`src/rtl/uart_byte_rx.sv`:
```
// 8N1 UART byte receiver: 16x oversampling, 3-sample majority vote,
// false-start rejection and stop-bit check, with selectable baud rate.
`timescale 1ns/1ps
module uart_byte_rx #(
  parameter int CLK_FREQ = 50_000_000
) (
  input  logic       Clk,
  input  logic       Reset_n,
  input  logic [2:0] baud_set,
  input  logic       uart_rx,
  output logic [7:0] Data,
  output logic       rx_done,
  output logic       frame_err,
  output logic       busy
);

  localparam logic [15:0] DIV_M1_0 = 16'(CLK_FREQ / (9600 * 16) - 1);
  localparam logic [15:0] DIV_M1_1 = 16'(CLK_FREQ / (19200 * 16) - 1);
  localparam logic [15:0] DIV_M1_2 = 16'(CLK_FREQ / (38400 * 16) - 1);
  localparam logic [15:0] DIV_M1_3 = 16'(CLK_FREQ / (57600 * 16) - 1);
  localparam logic [15:0] DIV_M1_4 = 16'(CLK_FREQ / (115200 * 16) - 1);

  typedef enum logic [1:0] {IDLE, START, DATA, STOP} state_t;

  state_t      state;
  logic        rx_s1, rx_s2, rx_d;
  logic [2:0]  baud_q;
  logic [15:0] div_cnt;
  logic [15:0] div_lim;
  logic [3:0]  samp_cnt;
  logic [2:0]  bit_cnt;
  logic        s7, s8;
  logic [7:0]  shreg;
  logic        tick;
  logic        start_edge;
  logic        maj;

  always_ff @(posedge Clk or negedge Reset_n) begin
    if (!Reset_n) begin
      rx_s1 <= 1'b1;
      rx_s2 <= 1'b1;
      rx_d  <= 1'b1;
    end else begin
      rx_s1 <= uart_rx;
      rx_s2 <= rx_s1;
      rx_d  <= rx_s2;
    end
  end

  // Divider limit comes from the baud select captured at the start edge,
  // so a change on baud_set never disturbs a frame already in progress.
  always_comb begin
    case (baud_q)
      3'd1:    div_lim = DIV_M1_1;
      3'd2:    div_lim = DIV_M1_2;
      3'd3:    div_lim = DIV_M1_3;
      3'd4:    div_lim = DIV_M1_4;
      default: div_lim = DIV_M1_0;
    endcase
  end

  assign tick       = (div_cnt == div_lim);
  assign start_edge = rx_d & ~rx_s2;
  assign maj        = (s7 & s8) | (s7 & rx_s2) | (s8 & rx_s2);

  always_ff @(posedge Clk or negedge Reset_n) begin
    if (!Reset_n) begin
      state     <= IDLE;
      busy      <= 1'b0;
      baud_q    <= 3'd0;
      div_cnt   <= 16'd0;
      samp_cnt  <= 4'd0;
      bit_cnt   <= 3'd0;
      s7        <= 1'b1;
      s8        <= 1'b1;
      shreg     <= 8'h00;
      Data      <= 8'h00;
      rx_done   <= 1'b0;
      frame_err <= 1'b0;
    end else begin
      rx_done   <= 1'b0;
      frame_err <= 1'b0;
      case (state)
        IDLE: begin
          div_cnt  <= 16'd0;
          samp_cnt <= 4'd0;
          bit_cnt  <= 3'd0;
          if (start_edge) begin
            state  <= START;
            busy   <= 1'b1;
            baud_q <= baud_set;
          end
        end
        default: begin
          if (tick) begin
            div_cnt  <= 16'd0;
            samp_cnt <= samp_cnt + 4'd1;
            if (samp_cnt == 4'd7) s7 <= rx_s2;
            if (samp_cnt == 4'd8) s8 <= rx_s2;
          end else begin
            div_cnt <= div_cnt + 16'd1;
          end
          if (tick) begin
            case (state)
              START: begin
                if (samp_cnt == 4'd9 && maj) begin
                  state <= IDLE;
                  busy  <= 1'b0;
                end else if (samp_cnt == 4'd15) begin
                  state   <= DATA;
                  bit_cnt <= 3'd0;
                end
              end
              DATA: begin
                if (samp_cnt == 4'd9) shreg[bit_cnt] <= maj;
                if (samp_cnt == 4'd15) begin
                  if (bit_cnt == 3'd7) state <= STOP;
                  bit_cnt <= bit_cnt + 3'd1;
                end
              end
              // Leave mid-stop-bit so the next start edge can be caught early.
              STOP: begin
                if (samp_cnt == 4'd9) begin
                  Data      <= shreg;
                  rx_done   <= maj;
                  frame_err <= ~maj;
                  state     <= IDLE;
                  busy      <= 1'b0;
                end
              end
              default: ;
            endcase
          end
        end
      endcase
    end
  end

endmodule

```
`config.mk`:
```
export PLATFORM = sky130hd
export DESIGN_NAME = uart_byte_rx
export DESIGN_NICKNAME = d
export VERILOG_FILES = /design/src/rtl/uart_byte_rx.sv
export SDC_FILE = /design/constraint.sdc
export NUM_CORES = 1
export LEC_CHECK = 0
export ABC_AREA = 1
export BUFFER_PORTS_ARGS = -buffer_cell sky130_fd_sc_hd__buf_2
export CAP_MARGIN = 20
export CORE_MARGIN = 10
export CORE_UTILIZATION = 25
export DETAILED_ROUTE_END_ITERATION = 12
export MAX_ROUTING_LAYER = met4
export SYNTH_ARGS = -nofsm -noshare
export SYNTH_HDL_FRONTEND = slang
export SYNTH_SLANG_ARGS = --single-unit
```
`constraint.sdc`:
```
create_clock -name Clk -period 5 [get_ports Clk]
set_input_delay 0.75 -clock Clk [delete_from_list [all_inputs] [get_ports Clk]]
set_output_delay 0.75 -clock Clk [all_outputs]
set_load 0.01 [all_outputs]
```
==> run metrics <==
result of the run=completed; final number of hold-violating endpoints=0; Max Slew Vio Count=0; Worst Path Max Fanout=13; sort of element at the start of the critical path=flop; wire length after detailed routing=6.82 mm; largest net degree at the start of global routing=53; vias in the first global route=2625; CTS-repair resized insts=0; arrival time of the worst setup path=2.65 ns; via count normalized by instance count=4.30; data required time at the worst endpoint=5.19 ns; library cell appearing most often on the critical path=inv_1; H-tree levels=2; final sum of negative setup slack=0 ns; delay of the slowest critical-path stage=0.44 ns; switching component of the power=707 µW; minimum clock period after layout=2.46 ns; effective utilization at floorplan=25.4%; total routing resource utilization after global routing=8.03%; Worst path depth=10; Fin Hold WS=0.357 ns; fraction of the yosys area taken by sequential cells=41.1%; CP delay by family, top=simple AND/OR/NAND/NOR gates; net count after synthesis=436; Leakage=0.00176 µW; sequential cell area in the final layout=1310 µm²; class of the most critical hold timing path=reg -> reg; wire length of the first global-routing pass=12.1 mm; share of post-route cells with drive strength above 1=16.8%; total number of vias=2634; total power per unit cell area=438 nW/µm²; most common cell after layout, fill and taps aside=nand2_1; Ant. Diodes=0; fraction of registers with async set/reset=100%; combined area of all synthesized cells=3180 µm²; net total in the final layout=456; unrepaired setup endpoints after global routing=false; cells on worst reg2reg path=10; IO Port Bufs=16; detail-routed net length per standard cell=11.1 µm; number of hold-repair buffers added at the cts stage=0; area growth from synthesis to layout=13.2%; Die Area=17600 µm²; top-level I/O count=17; Slowest-stage cell, CP=nor2_1; setup fix buffers added after clock tree synthesis=0; Setup Crit Path Kind=reg -> reg; total placed instance area=3450 µm²; final RePlAce weighted congestion=0.892; area occupied by multi-input gates=1590 µm²; Netlist cell types=35; clock latency on the worst-skew pair=0.29 ns; relative slew slack=34.4%; Switching Share=44.8%; max-capacitance violation count=0; area of the core=12500 µm²; number of optimization iterations in the first detailed-route pass=5; clk slew on worst S/H paths=0.07 ns; #FFs+latches synth=52; cell depth of the worst min-delay path=0; cell internal pwr=870 µW; clock group share of total power=22.5%; skew final=0.00942 ns; number of standard cells in the layout, taps in and fillers out=612; Period Utilization, post-route=49.2%; clock sink total=52; grt total ovfl=0; clock root cell=clkbuf_16; most frequent cells in the layout=nand2_1 (105), inv_1 (60), nor2_1 (50); hpwl dp=5.28 mm; remaining antenna violation count after routing=0; number of buffers and inverters on the critical path=3; initial DRC count=154; type of destination of the critical path=flop; power share of the combinational group=43.9%; die height=133 µm; top_reg_cell synth=dfrtp_1; FILL cells=1380; placement row count=41; width of the die=133 µm; Flop pwr share=33.6%; placed instance count=604; Least-Margin Pin Slew=0.984 ns; Gate Count Post-Synth=419; maximum clock rate=406 MHz; cells along the critical path=inv_1 > ha_1 > nor2_1 > inv_1 > nor2_1 > nand3_1 > nor2_2 > nand3_1 > nand2_1 > inv_1; maximum clock insertion buffer count=2; number of flops mapped to enable cells by yosys=0; number of remaining DRC errors=0; clock tree from TritonCTS=built; antenna violations before repair=0; number of warning messages in the yosys log=0; Final setup violation count=0; finished layout cell area=3600 µm²; VDD IR-drop max=0.204 mV; number of CTS-inserted buffers=5; syn_area_per_cell=7.58 µm²
==> cells by family (layout without fill, tap and decap cells) <==
family / after synthesis / count (layout) / synth area share (%)
and+or+nand+nor: 244 / 244 / 37.0
adders and majority gates: 11 / 11 / 4.33
xor gates and xnor gates: 6 / 6 / 1.65
DFF: 52 / 52 / 41.1
AOI/OAI and AO/OA: 37 / 37 / 7.13
buffers and inverters: 69 / 90 / 8.78
==> Yosys cell counts, drive strengths merged, types with 2 or more instances <==
| cell type | instances | share of area (%) |
|---|---|---|
| nand3 | 37 | 7.1 |
| nand2 | 114 | 14 |
| o21ai | 25 | 4.9 |
| dfstp | 5 | 4.1 |
| nand4 | 20 | 4.1 |
| buf | 3 | 0.98 |
| nor3 | 9 | 2.0 |
| dfrtp | 47 | 37 |
| nor4 | 2 | 0.39 |
| ha | 11 | 4.3 |
| xor2 | 5 | 1.4 |
| nor2 | 60 | 8.0 |
| inv | 65 | 7.7 |
| a21oi | 7 | 1.1 |
| nor3b | 2 | 0.79 |
==> metal layers <==
metal / global-route usage [%] / up-vias / wire (µm)
met5: - / - / 0
met4: 2.14 / 0 / 55
met3: 1.48 / 4 / 272
met2: 12.8 / 34 / 3100
met1: 10.2 / 1216 / 3390
li1: - / 1380 / -
==> final cells by class <==
type	instances	area share [%]
clock buffers	5	3.48
well taps	172	5.98
multi-input cells	298	44.2
flip-flops and latches	52	36.3
repair buffers	17	2.43
inverters	65	6.78
clock inverters	3	0.765
==> registers in the layout (all words and copies together) (netlist names) <==
register	cells
busy	1
bit_cnt	3
div_cnt	16
rx_done	1
samp_cnt	4
frame_err	1
shreg	8
rx_s2	1
rx_d	1
s7	1
s8	1
state	2
Data	8
baud_q	3
rx_s1	1
==> metrics by stage <==
stage	setup slack (ns)	total power (µW)	utilization [%]
5_1_grt	2.23	1720	28.7
3_3_place_gp	2.72	1210	27.5
3_5_place_dp	2.58	1230	27.5
4_1_cts	2.57	1590	28.7
6_report	2.54	1580	28.7
2_1_floorplan	3.09	1090	-
==> power by group through the flow <==
stage               Combinational, µW  Sequential [µW]  Clock, µW
CTS                               697              529        366
global placement                  679              534          0
finish                            692              530        356
detailed placement                693              537          0
global route                      793              539        383
floorplan                         564              523          0
==> path summary, 6_finish.rpt <==
| kind | slack, ns | startpoint | endpoint |
|---|---|---|---|
| min in group asynchronous | 0.56 | Reset_n | baud_q[1]$_DFFE_PN0P_ |
| hold / removal | 0.36 | rx_s1$_DFF_PN1_ | rx_s2$_DFF_PN1_ |
| setup / recovery | 2.54 | state[0]$_DFFE_PN0P_ | shreg[4]$_DFFE_PN0P_ |
| setup reg to reg | 2.54 | state[0]$_DFFE_PN0P_ | shreg[4]$_DFFE_PN0P_ |
| hold reg to reg | 0.36 | rx_s1$_DFF_PN1_ | rx_s2$_DFF_PN1_ |
| max in group asynchronous | 3.99 | Reset_n | div_cnt[12]$_DFF_PN0_ |
(Power assumes the default switching activity.)
